[config.mk]
export PLATFORM = sky130hd
export DESIGN_NAME = mem_dma_flat
export DESIGN_NICKNAME = d
export VERILOG_FILES = /design/src/rtl/mem_dma_if.sv /design/src/rtl/mem_dma.sv /design/src/flat_wrapper.sv
export SDC_FILE = /design/constraint.sdc
export NUM_CORES = 1
export LEC_CHECK = 0
export BUFFER_PORTS_ARGS = -buffer_cell sky130_fd_sc_hd__buf_4
export CORE_MARGIN = 3
export CORE_UTILIZATION = 40
export CTS_CLUSTER_SIZE = 8
export DETAILED_ROUTE_END_ITERATION = 8
export PLACE_DENSITY = 0.66
export SYNTH_ARGS = -nofsm -noshare
export SYNTH_HDL_FRONTEND = slang
export SYNTH_SLANG_ARGS = --single-unit
[constraint.sdc]
create_clock -name clk -period 6.2 [get_ports clk]
set_input_delay 1.86 -clock clk [delete_from_list [all_inputs] [get_ports clk]]
set_output_delay 1.86 -clock clk [all_outputs]
set_load 0.03 [all_outputs]
[src/rtl/mem_dma_if.sv]
`default_nettype none
// ============================================================================
// mem_dma_if : single-port word memory bus between the DMA initiator and RAM.
// Rev 1.0
// ============================================================================
interface mem_dma_if;
   logic [31:0] mem_addr;
   logic        mem_rstrb;
   logic [31:0] mem_rdata;
   logic [31:0] mem_wdata;
   logic [3:0]  mem_wmask;

   modport master (
      output mem_addr,
      output mem_rstrb,
      output mem_wdata,
      output mem_wmask,
      input  mem_rdata
   );

   modport slave (
      input  mem_addr,
      input  mem_rstrb,
      input  mem_wdata,
      input  mem_wmask,
      output mem_rdata
   );
endinterface
`default_nettype wire

[src/rtl/mem_dma.sv]
`default_nettype none
// ============================================================================
// mem_dma : word-granular block fill/copy initiator with running write checksum.
// Rev 1.0
// ============================================================================
module mem_dma #(
   parameter int LEN_W = 16
) (
   input  wire logic             clk,
   input  wire logic             reset,
   input  wire logic             start,
   input  wire logic             mode,
   input  wire logic [31:0]      src_addr,
   input  wire logic [31:0]      dst_addr,
   input  wire logic [LEN_W-1:0] len,
   input  wire logic [31:0]      fill_data,
   input  wire logic             abort,
   output logic                  busy,
   output logic                  done,
   output logic                  aborted,
   output logic [31:0]           checksum,
   mem_dma_if.master             bus
);

   typedef enum logic [2:0] {
      S_IDLE  = 3'd0,
      S_READ  = 3'd1,
      S_WRITE = 3'd2,
      S_FILL  = 3'd3,
      S_DONE  = 3'd4
   } state_t;

   state_t           r_state;
   state_t           w_state_nxt;
   logic             r_mode;
   logic [31:0]      r_src;
   logic [31:0]      r_dst;
   logic [LEN_W-1:0] r_len;
   logic [LEN_W-1:0] r_count;
   logic [31:0]      r_pattern;
   logic [31:0]      r_checksum;
   logic             r_aborted;

   logic             w_accept;
   logic             w_active;
   logic             w_write;
   logic             w_last;
   logic [LEN_W-1:0] w_count_inc;
   logic [31:0]      w_addr;
   logic [31:0]      w_wdata;
   logic [3:0]       w_wmask;
   logic             w_rstrb;

   // The aborted cycle still reports busy, so a new start is only taken after it.
   assign w_accept    = (r_state == S_IDLE) && !r_aborted && start;
   assign w_active    = (r_state == S_READ) || (r_state == S_WRITE) || (r_state == S_FILL);
   assign w_write     = (r_state == S_WRITE) || (r_state == S_FILL);
   assign w_count_inc = r_count + LEN_W'(1);
   assign w_last      = (w_count_inc == r_len);

   always_ff @(posedge clk or posedge reset) begin
      if (reset) begin
         r_state <= S_IDLE;
      end else begin
         r_state <= w_state_nxt;
      end
   end

   // Bus outputs decode from state only, so an async reset drops them at once.
   always_comb begin
      w_state_nxt = r_state;
      w_addr      = 32'h0;
      w_wdata     = 32'h0;
      w_wmask     = 4'h0;
      w_rstrb     = 1'b0;
      case (r_state)
         S_IDLE: begin
            if (w_accept) begin
               if (len == '0)   w_state_nxt = S_DONE;
               else if (mode)   w_state_nxt = S_READ;
               else             w_state_nxt = S_FILL;
            end
         end
         S_READ: begin
            w_addr      = r_src;
            w_rstrb     = 1'b1;
            w_state_nxt = abort ? S_IDLE : S_WRITE;
         end
         S_WRITE: begin
            w_addr      = r_dst;
            w_wmask     = 4'hF;
            w_wdata     = bus.mem_rdata;
            w_state_nxt = abort ? S_IDLE : (w_last ? S_DONE : S_READ);
         end
         S_FILL: begin
            w_addr      = r_dst;
            w_wmask     = 4'hF;
            w_wdata     = r_pattern;
            w_state_nxt = abort ? S_IDLE : (w_last ? S_DONE : S_FILL);
         end
         S_DONE: begin
            w_state_nxt = S_IDLE;
         end
         default: begin
            w_state_nxt = S_IDLE;
         end
      endcase
   end

   always_ff @(posedge clk or posedge reset) begin
      if (reset) begin
         r_mode     <= 1'b0;
         r_src      <= 32'h0;
         r_dst      <= 32'h0;
         r_len      <= '0;
         r_count    <= '0;
         r_pattern  <= 32'h0;
         r_checksum <= 32'h0;
         r_aborted  <= 1'b0;
      end else begin
         r_aborted <= w_active && abort;
         if (w_accept) begin
            r_mode     <= mode;
            r_src      <= src_addr & 32'hFFFF_FFFC;
            r_dst      <= dst_addr & 32'hFFFF_FFFC;
            r_len      <= len;
            r_count    <= '0;
            r_pattern  <= fill_data;
            r_checksum <= 32'h0;
         end else if (w_write) begin
            // Memory commits on this edge even under abort, so the word is counted.
            r_checksum <= r_checksum + w_wdata;
            r_dst      <= r_dst + 32'd4;
            r_count    <= w_count_inc;
            if (r_mode) r_src <= r_src + 32'd4;
         end
      end
   end

   assign busy          = (r_state != S_IDLE) || r_aborted;
   assign done          = (r_state == S_DONE);
   assign aborted       = r_aborted;
   assign checksum      = r_checksum;
   assign bus.mem_addr  = w_addr;
   assign bus.mem_wdata = w_wdata;
   assign bus.mem_wmask = w_wmask;
   assign bus.mem_rstrb = w_rstrb;

endmodule
`default_nettype wire
[src/flat_wrapper.sv]
// flat-port wrapper written by rule: the top's interface ports become plain ports
module mem_dma_flat 
#(
   parameter int LEN_W = 16
)
  (clk, reset, start, mode, src_addr, dst_addr, len, fill_data, abort, busy, done, aborted, checksum, bus_mem_addr, bus_mem_rstrb, bus_mem_wdata, bus_mem_wmask, bus_mem_rdata);
  mem_dma_if bus_i ();
  input  wire logic clk;
  input  wire logic reset;
  input  wire logic start;
  input  wire logic mode;
  input  wire logic [31:0] src_addr;
  input  wire logic [31:0] dst_addr;
  input  wire logic [LEN_W-1:0] len;
  input  wire logic [31:0] fill_data;
  input  wire logic abort;
  output logic busy;
  output logic done;
  output logic aborted;
  output logic [31:0] checksum;
  output wire logic [$bits(bus_i.mem_addr)-1:0] bus_mem_addr;
  output wire logic [$bits(bus_i.mem_rstrb)-1:0] bus_mem_rstrb;
  output wire logic [$bits(bus_i.mem_wdata)-1:0] bus_mem_wdata;
  output wire logic [$bits(bus_i.mem_wmask)-1:0] bus_mem_wmask;
  input wire logic [$bits(bus_i.mem_rdata)-1:0] bus_mem_rdata;
  assign bus_mem_addr = bus_i.mem_addr;
  assign bus_mem_rstrb = bus_i.mem_rstrb;
  assign bus_mem_wdata = bus_i.mem_wdata;
  assign bus_mem_wmask = bus_i.mem_wmask;
  assign bus_i.mem_rdata = bus_mem_rdata;
  mem_dma #(.LEN_W(LEN_W)) u_core (.clk(clk), .reset(reset), .start(start), .mode(mode), .src_addr(src_addr), .dst_addr(dst_addr), .len(len), .fill_data(fill_data), .abort(abort), .busy(busy), .done(done), .aborted(aborted), .checksum(checksum), .bus(bus_i));
endmodule
==> metrics.txt, run 1 <==
outcome complete, no violations; YS warnings 0; post-CTS setup buffers 0; nets@finish 1582; ant diodes 0; worst setup margin 1370 ps; chip width 163 µm; Mapped Cells 1189; share of the synthesized area in the top cell type 0.406; Cell Rows 56; Synth Register Bits 161; MaxCap Viol Count 0; Resized cells post-CTS 0; Initial Util 0.415; largest net degree at the start of global routing 84; PortBufs 246; Max H-tree Level 4; GP Congestion 0.855; final slew viol count 0; Power Density 519 mW/mm²; area of the mapped netlist 0.00991 mm²; Core ar. 0.0239 mm²; CTS root buf clkbuf_16; crit path max fanout 5; most frequent cells in the layout 276 x nand2_1, 254 x buf_4, 160 x dfrtp_1, 118 x o21ai_0, 80 x nor2_1; drt first pass iters 5; cts bufs inserted 17; count of cell types in the netlist 65; global-route wire length before repair 46100 µm; Req. time, crit path 6500 ps; HP Class flop to flop; minimum clock period 4830 ps; Placement Setup Slack 954 ps; multi-input logic area 0.00556 mm²; Area contributors post-synth dfrtp_1 41%, nand2_1 10%, o21ai_0 6.0%, xor2_1 4.3%, ha_1 4.3%; hold slack final 475 ps; via count 9174; share of cells above drive strength 1 0.219; CP Launch Type input port; post-route clock period utilization 0.779; Worst Path Class, Setup input port to flop; CTS tree done; DP HPWL 20100 µm; die area 0.0267 mm²; reg-to-reg slack, setup 1640 ps; share of synthesized flip-flops with an asynchronous set or reset 1.00; most common cell after layout, fill and taps aside nand2_1; routed wire length 28400 µm; clock-pin transition on the worst setup and hold timing paths 60 ps; Clock Latency Late Sink 430 ps; area leader, netlist dfrtp_1; post-synthesis sequential area ratio 0.406; initial antenna violation count 0; RSZ-0062 raised after global routing false; DR WL/cell 16.4 µm; Area growth, synth to finish 27.3%; Final ANT Viol Nets 0; Final Core Density 0.528; via-per-instance ratio 5.30; Slew headroom 0.330; Die Ht 163 µm; final hold vios 0; f_max 207 MHz; Post-synth EDFFs 0; leakage 6.03 nW; Sequential Area 0.00403 mm²; GRT Total Usage 0.213; initial drt markers 632; worst path arrival time 5130 ps; actual slew at the worst max-slew pin 1010 ps; vias in the first global route 9075; Max Root-Sink Buffers 2; Worst Clk Skew 19.2 ps; setup TNS 0 ps; CP Capture Type flop; DRC viols 0; ys flop type dfrtp_1; Ports 253; Final setup violation count 0; syn_area_per_cell 8.34 µm²; clock tree sinks 161; hold_buf cts 0; Layout fillers 2266; VDD IR max 220 µV; global route overflow 0
==> cells in the mapped netlist, types with 3 or more instances <==
master / count
a22o_1: 27
o211ai_1: 4
o311ai_0: 4
nor2_1: 81
a31oi_1: 6
dfrtp_1: 161
mux2i_1: 32
a21o_1: 17
a221o_1: 7
o21bai_1: 4
and4_1: 4
ha_1: 34
nor2b_1: 5
nor3b_1: 3
o21a_1: 4
nor3_1: 17
nand3_1: 66
xor2_1: 49
and2_1: 5
o21ai_0: 118
a21oi_1: 43
and3_1: 9
xnor2_1: 42
buf_1: 7
nor4_1: 9
inv_1: 22
buf_4: 6
clkbuf_1: 52
nand2_1: 277
nand4_1: 15
nand2b_1: 3
or3_1: 4
o31ai_1: 12
==> cell type report <==
type,count,share of cell area
clock buffer,18,0.0348
clock inverter,14,0.0142
inverter,23,0.00714
multi-input combinational,940,0.440
sequential,161,0.319
tap,319,0.0316
timing repair buffer,255,0.153
==> critical path: stages <==
cell and delay (ps):
buf_4 100, mux2_2 260, nand2_1 120, inv_1 70, ha_1 290, a21oi_1 220
nand4b_1 180, a21oi_1 110, o21ai_0 300, nand3_1 230, a311oi_1 720, o21ai_0 250
xnor2_1 160, o311ai_0 260
==> power by group <==
part / internal, W / switching (W)
clock network: 0.000652 / 0.000460
registers: 0.00152 / 0.000479
logic: 0.00131 / 0.00214
total: 0.00347 / 0.00308
==> final timing paths <==
kind	from	end	cells after the start
worst max-delay path	bus_mem_rdata[1]	u_core.checksum[31]	14
worst min-delay path	u_core.r_pattern[1]	u_core.r_pattern[1]	2
worst max register to register	u_core.r_state[0]	u_core.checksum[31]	13
worst min register to register	u_core.r_pattern[1]	u_core.r_pattern[1]	2
max in group asynchronous	reset	u_core.r_state[0]	3
min in group asynchronous	reset	u_core.r_src[12]	2
==> sequential cells by signal (all words and copies together), names as in the netlist <==
signal,count
u_core.checksum,32
u_core.r_pattern,32
u_core.r_dst,30
u_core.r_src,30
u_core.r_count,16
u_core.r_len,16
u_core.r_state,3
u_core.aborted,1
u_core.r_mode,1
==> cells by family (layout without fill, tap and decap cells) <==
group,after synthesis,in the layout,synth area share
AND/OR/NAND/NOR,506,506,0.222
AO/OA/AOI/OAI,272,272,0.175
flip-flops,161,161,0.406
XOR/XNOR,91,91,0.0804
buffers and inverters,89,310,0.0361
adder cells (fa/ha/maj),35,35,0.0449
multiplexers,34,34,0.0346
other,1,2,0.000378
==> layer usage <==
layer	vias up	routed length (µm)	track usage
met5	-	0	0
met4	0	561	0.0634
met3	33	1470	0.0413
met2	240	13300	0.345
met1	4335	13100	0.290
li1	4566	-	-
==> metrics by stage <==
| step | area (µm²) | power [W] | instances |
|---|---|---|---|
| floorplan | 9920 | 0.00434 | 1190 |
| global placement | 12000 | 0.00540 | 1698 |
| detailed placement | 12000 | 0.00547 | 1698 |
| CTS | 12600 | 0.00660 | 1730 |
| global route | 12600 | 0.00706 | 1730 |
| finish | 12600 | 0.00655 | 1730 |
(Power assumes the default switching activity.)
==> run 2: changes to the inputs <==
--- a/config.mk
+++ b/config.mk
@@ -5,6 +5,7 @@
 export SDC_FILE = /design/constraint.sdc
 export NUM_CORES = 1
 export LEC_CHECK = 0
+export ABC_AREA = 1
 export BUFFER_PORTS_ARGS = -buffer_cell sky130_fd_sc_hd__buf_4
 export CORE_MARGIN = 3
 export CORE_UTILIZATION = 40
==> constraint.sdc (replaced) <==
create_clock -name clk -period 3.95 [get_ports clk]
set_input_delay 1.185 -clock clk [delete_from_list [all_inputs] [get_ports clk]]
set_output_delay 1.185 -clock clk [all_outputs]
set_load 0.03 [all_outputs]
==> run 2 against run 1 <==
Compared with the run above: global-route usage is 2.0 points higher; clock skew up 1.3 ps; setup slack got worse by 1000 ps; first-iteration DRC count up 14%; sequential share of layout area fell by 2.6 points; critical endpoint is now bus_mem_addr[23]; largest power group unchanged.
==> metrics.txt, run 2 <==
outcome complete, no violations; share of power burned in registers 0.286; Final setup violation count 0; Crit path depth 5; proportion of synthesized area in mux cells 0; Area contributors post-synth dfrtp_1 37%, nand2_1 15%, inv_1 6.4%, o21ai_0 6.1%, nand3_1 3.9%; area of the mapped netlist 0.0110 mm²; R2R depth 16; Post-synth EDFFs 0; Synth Area in XOR/XNOR 0.0383; Worst path max stage delay 460 ps; cell mode on critical path buf_4; worst hold path startpoint u_core.r_src[30]; Hold Path Stages 2; GRT Total Usage 0.233; cts bufs inserted 17; Buf/Inv on CP 3; share of the synthesized area in the top cell type 0.367; most common cell after layout, fill and taps aside nand2_1; Worst Path Class, Setup flop to primary output; chip width 172 µm; Max H-tree Level 4; Mapped Cells 1562; initial drt markers 723; share of cells above drive strength 1 0.189; vias in the first global route 10.8k; most frequent cells in the layout 434 x nand2_1, 256 x buf_4, 186 x inv_1, 161 x dfrtp_1, 134 x o21ai_0; minimum clock period 3610 ps; MaxCap Viol Count 0; r2r startpoint u_core.r_state[2]; post-route clock period utilization 0.915; final hold vios 0; Layout fillers 2675; post-CTS setup buffers 0; global-route wire length before repair 54900 µm; Net Sw Power 0.00487 W; nets@finish 1964; P_int 0.00523 W; Final Core Density 0.510; final slew viol count 0; HP Class flop to flop; via-per-instance ratio 5.31; Synth Area in Adders 0.0406; CTS tree done; ys flop type dfrtp_1; routed wire length 35200 µm; Cell Rows 60; Max Root-Sink Buffers 2; leakage 6.73 nW; syn_area_per_cell 7.03 µm²; CP startpoint u_core.r_state[2]; DRC viols 0; CTS root buf clkbuf_16; global route overflow 0; worst path arrival time 2430 ps; Area growth, synth to finish 25.1%; Initial Util 0.407; Synth Area in Compound Gates 0.173; Die Ht 172 µm; Top delay family on crit path buffers and inverters; die area 0.0295 mm²; CP Launch Type flop; Worst Clk Skew 20.5 ps; largest family of logic cells by synthesized area simple AND/OR/NAND/NOR gates; Synth Register Bits 161; count of cell types in the netlist 55; Req. time, crit path 2760 ps; Synth Area in Simple Gates 0.289; GP Congestion 0.957; Clock Latency Late Sink 440 ps; actual slew at the worst max-slew pin 969 ps; setup TNS 0 ps; CP Capture Type primary output; switch share 0.483; hold slack final 483 ps; clock-pin transition on the worst setup and hold timing paths 70 ps; crit path max fanout 13; worst path cell trace nor3_1 -> inv_1 -> buf_4 -> o22ai_1 -> buf_4; reg-to-reg slack, setup 530 ps; r2r endpoint u_core.checksum[22]; PortBufs 246; CP max stage cell dfrtp_1; hold_buf cts 0; f_max 277 MHz; RSZ-0062 raised after global routing false; Core ar. 0.0270 mm²; drt first pass iters 6; share of synthesized flip-flops with an asynchronous set or reset 1.00; Slew headroom 0.353; Final ANT Viol Nets 0; Power Density 735 mW/mm²; ant diodes 0; Commonest cells post-synth 434 x nand2_1, 187 x inv_1, 161 x dfrtp_1; largest net degree at the start of global routing 162; DP HPWL 26200 µm; Resized cells post-CTS 0; cell with the most instances after synthesis nand2_1; logic gate share of total power 0.534; area leader, netlist dfrtp_1; Ports 253; DR WL/cell 16.5 µm; initial antenna violation count 1; VDD IR max 427 µV; clock tree sinks 161; Clk pwr share 0.180; via count 11.3k; YS warnings 0; post-synthesis sequential area ratio 0.367; crit path to bus_mem_addr[23]
## run 2: power groups by stage
stage	registers, W	clock network [W]	logic (W)
3_3_place_gp	0.00287	0	0.00530
6_report	0.00289	0.00182	0.00540
5_1_grt	0.00297	0.00192	0.00595
4_1_cts	0.00288	0.00185	0.00541
3_5_place_dp	0.00290	0	0.00539
2_1_floorplan	0.00300	0	0.00354
## run 2: cell families after synthesis
group	after synthesis
AO/OA/AOI/OAI	334
XOR/XNOR	48
adder cells (fa/ha/maj)	35
buffers and inverters	256
flip-flops	161
other	1
AND/OR/NAND/NOR	727
## run 2: worst min-delay path by stage
stage	endpoint	slack [ps]
after CTS	u_core.r_src[30]	490
after detailed placement	u_core.r_src[30]	470
after global placement	u_core.r_pattern[0]	470
after floorplan	u_core.r_src[30]	450
final	u_core.r_src[30]	480
after global routing	u_core.r_pattern[3]	520
## run 2: area by class of cell
| class | instances | area [µm²] | area share |
|---|---|---|---|
| flip-flops and latches | 161 | 4030 | 0.293 |
| clock inverters | 11 | 175 | 0.0127 |
| repair buffers | 258 | 1960 | 0.143 |
| well taps | 341 | 427 | 0.0310 |
| clock buffers | 21 | 450 | 0.0328 |
| inverters | 196 | 742 | 0.0540 |
| multi-input cells | 1146 | 5960 | 0.433 |
## run 2: through the flow
stage | instances | power [W] | setup WS [ps] | area (µm²)
after floorplan | 1563 | 0.00654 | 443 | 11000
after global placement | 2102 | 0.00817 | 339 | 13100
after detailed placement | 2102 | 0.00829 | 296 | 13100
after CTS | 2134 | 0.0101 | 306 | 13700
after global routing | 2134 | 0.0108 | 193 | 13700
final | 2134 | 0.0101 | 336 | 13700
## run 2: worst reg2reg max path, delay by kind of cell (launching register included)
family / cells / cell delay, ps
compound gates: 5 / 1220
fa+ha+maj: 2 / 540
buf+inv: 3 / 300
flops: 1 / 460
simple gates: 6 / 810
## run 2: routing by layer
layer	wire [µm]	part of all wire	GRT usage
met3	2210	0.063	0.0421
met4	785	0.022	0.0647
met1	15800	0.45	0.316
met2	16400	0.47	0.384
met5	17	0.00048	0
==> run 3: changes to the inputs <==
--- a/config.mk
+++ b/config.mk
@@ -5,13 +5,14 @@
 export SDC_FILE = /design/constraint.sdc
 export NUM_CORES = 1
 export LEC_CHECK = 0
-export ABC_AREA = 1
 export BUFFER_PORTS_ARGS = -buffer_cell sky130_fd_sc_hd__buf_4
+export CAP_MARGIN = 0
 export CORE_MARGIN = 3
 export CORE_UTILIZATION = 40
 export CTS_CLUSTER_SIZE = 8
 export DETAILED_ROUTE_END_ITERATION = 8
 export PLACE_DENSITY = 0.66
+export SETUP_SLACK_MARGIN = 0.15
 export SYNTH_ARGS = -nofsm -noshare
 export SYNTH_HDL_FRONTEND = slang
 export SYNTH_SLANG_ARGS = --single-unit
==> run 3 against run 2 <==
Compared with the run above: die area shrank 9.4%; cell count shrank 16%; first-iteration DRC count shrank 22%; setup slack lost 200 ps; clock-buffer cell count shrank 4; highest routed layer unchanged; critical path depth grew 11; global-route usage shrank 1.7 points; critical endpoint is now u_core.checksum[30]; critical path type is now input port to flop; combinational power grew 9.3%; non-clock buffer count grew 53; sequential power grew 8.7%; clock skew shrank 6.9 ps; flip-flop and latch count is the same.
==> metrics.txt, run 3 (synthesis results as in run 1) <==
share of cells above drive strength 1 0.267; actual slew at the worst max-slew pin 961 ps; Layout fillers 2238; nets@finish 1638; GP Congestion 0.866; r2r startpoint u_core.r_state[0]; Req. time, crit path 4240 ps; Worst Path Class, Setup input port to flop; largest net degree at the start of global routing 153; initial drt markers 564; ant diodes 0; worst setup margin 136 ps; worst path arrival time 4100 ps; most frequent cells in the layout 305 x buf_4, 276 x nand2_1, 160 x dfrtp_1, 114 x o21ai_0, 66 x nand3_1; post-route clock period utilization 0.966; minimum clock period 3810 ps; drt first pass iters 5; Die Ht 163 µm; Area growth, synth to finish 34.1%; Final setup violation count 0; f_max 262 MHz; Sequential Area 0.00403 mm²; CTS root buf clkbuf_16; GRT Total Usage 0.216; die area 0.0267 mm²; PortBufs 246; via-per-instance ratio 5.30; outcome complete, no violations; worst hold path startpoint u_core.r_pattern[15]; HP Class flop to flop; Max H-tree Level 4; Slew headroom 0.359; leakage 6.35 nW; Max Root-Sink Buffers 2; setup TNS 0 ps; global route overflow 0; vias in the first global route 9296; final hold vios 0; DP HPWL 21200 µm; CP Launch Type input port; Final ANT Viol Nets 0; initial antenna violation count 1; DR WL/cell 16.4 µm; r2r endpoint u_core.checksum[30]; via count 9460; DRC viols 0; Cell Rows 56; CP Capture Type flop; final slew viol count 0; MaxCap Viol Count 0; crit path max fanout 3; reg-to-reg slack, setup 240 ps; Initial Util 0.415; Worst Hold Path EP u_core.r_pattern[15]; Clock Latency Late Sink 430 ps; Ports 253; hold slack final 479 ps; global-route wire length before repair 46800 µm; Non-Filler Instances 1786; routed wire length 29300 µm; VDD IR max 451 µV; Worst Clk Skew 13.6 ps; Core ar. 0.0239 mm²; Final Core Density 0.557; chip width 163 µm; clock tree sinks 161; clock-pin transition on the worst setup and hold timing paths 70 ps; Placement Setup Slack -318 ps; cts bufs inserted 17; RSZ-0062 raised after global routing true; most common cell after layout, fill and taps aside buf_4; Hold Path Stages 2; Power Density 823 mW/mm²; CTS tree done; R2R depth 14; DP Cell Count 1748; multi-input logic area 0.00570 mm²
## run 3: changes by cell type in the layout (fill, tap and decap cells not counted), moves of 21 or more
cell / previous run / this run
a21oi_1: 70 / 42
o22ai_1: 52 / 0
a22o_1: 6 / 27
nand2_1: 434 / 276
buf_4: 256 / 305
mux2i_1: 0 / 29
nor2_1: 102 / 65
xnor2_1: 6 / 42
inv_1: 186 / 20
## run 3: cell type report
type                            instances  area share
Multi-Input combinational cell        940       0.429
Sequential cell                       161       0.303
Timing Repair Buffer                  311       0.181
Clock buffer                           17      0.0320
Tap cell                              319      0.0300
Clock inverter                         15      0.0181
Inverter                               23     0.00677
## run 3: worst max path at each step
stage	startpoint	to	depth (start not counted)
finish	bus_mem_rdata[0]	u_core.checksum[30]	16
global route	bus_mem_rdata[0]	u_core.checksum[30]	16
CTS	bus_mem_rdata[0]	u_core.checksum[30]	16
detailed placement	bus_mem_rdata[0]	u_core.checksum[30]	16
global placement	bus_mem_rdata[0]	u_core.checksum[30]	16
floorplan	bus_mem_rdata[0]	u_core.checksum[30]	15
## run 3: critical path, cell delays in order
cell	delay, ps
buf_4	120
mux2i_4	150
nor2_4	70
ha_4	160
inv_2	50
fa_2	220
nor2b_4	50
o31a_1	280
o31ai_4	220
o211ai_2	130
o311a_1	360
a221o_2	410
a211o_1	290
a21oi_2	160
xor2_1	160
o21ai_1	80
## run 3: through the flow
stage / power, W / cell area [µm²]
after global routing: 0.0117 / 13300
after CTS: 0.0110 / 13200
final: 0.0109 / 13300
after floorplan: 0.00694 / 10100
after global placement: 0.00894 / 12600
after detailed placement: 0.00905 / 12600
## run 3: report_power, final
| part | switching, W | internal (W) | total [W] |
|---|---|---|---|
| Clock | 0.000753 | 0.00115 | 0.00190 |
| Sequential | 0.000763 | 0.00238 | 0.00314 |
| Combinational | 0.00351 | 0.00239 | 0.00590 |
## run 3: per-layer routing
layer | routed length [µm] | GRT usage | vias up
met5 | 20 | 0 | -
met4 | 403 | 0.0484 | 2
met3 | 1950 | 0.0522 | 32
met2 | 13800 | 0.361 | 245
met1 | 13100 | 0.287 | 4509
li1 | - | - | 4672
## run 3: timing repair
action | 4_1_cts | 5_1_grt
pin swaps | 0 | 2
setup endpoints to repair | 2 | 9
hold buffers | 0 | 0
setup buffers | 0 | 6
cloned | 0 | 0
gates resized for setup | 1 | 7
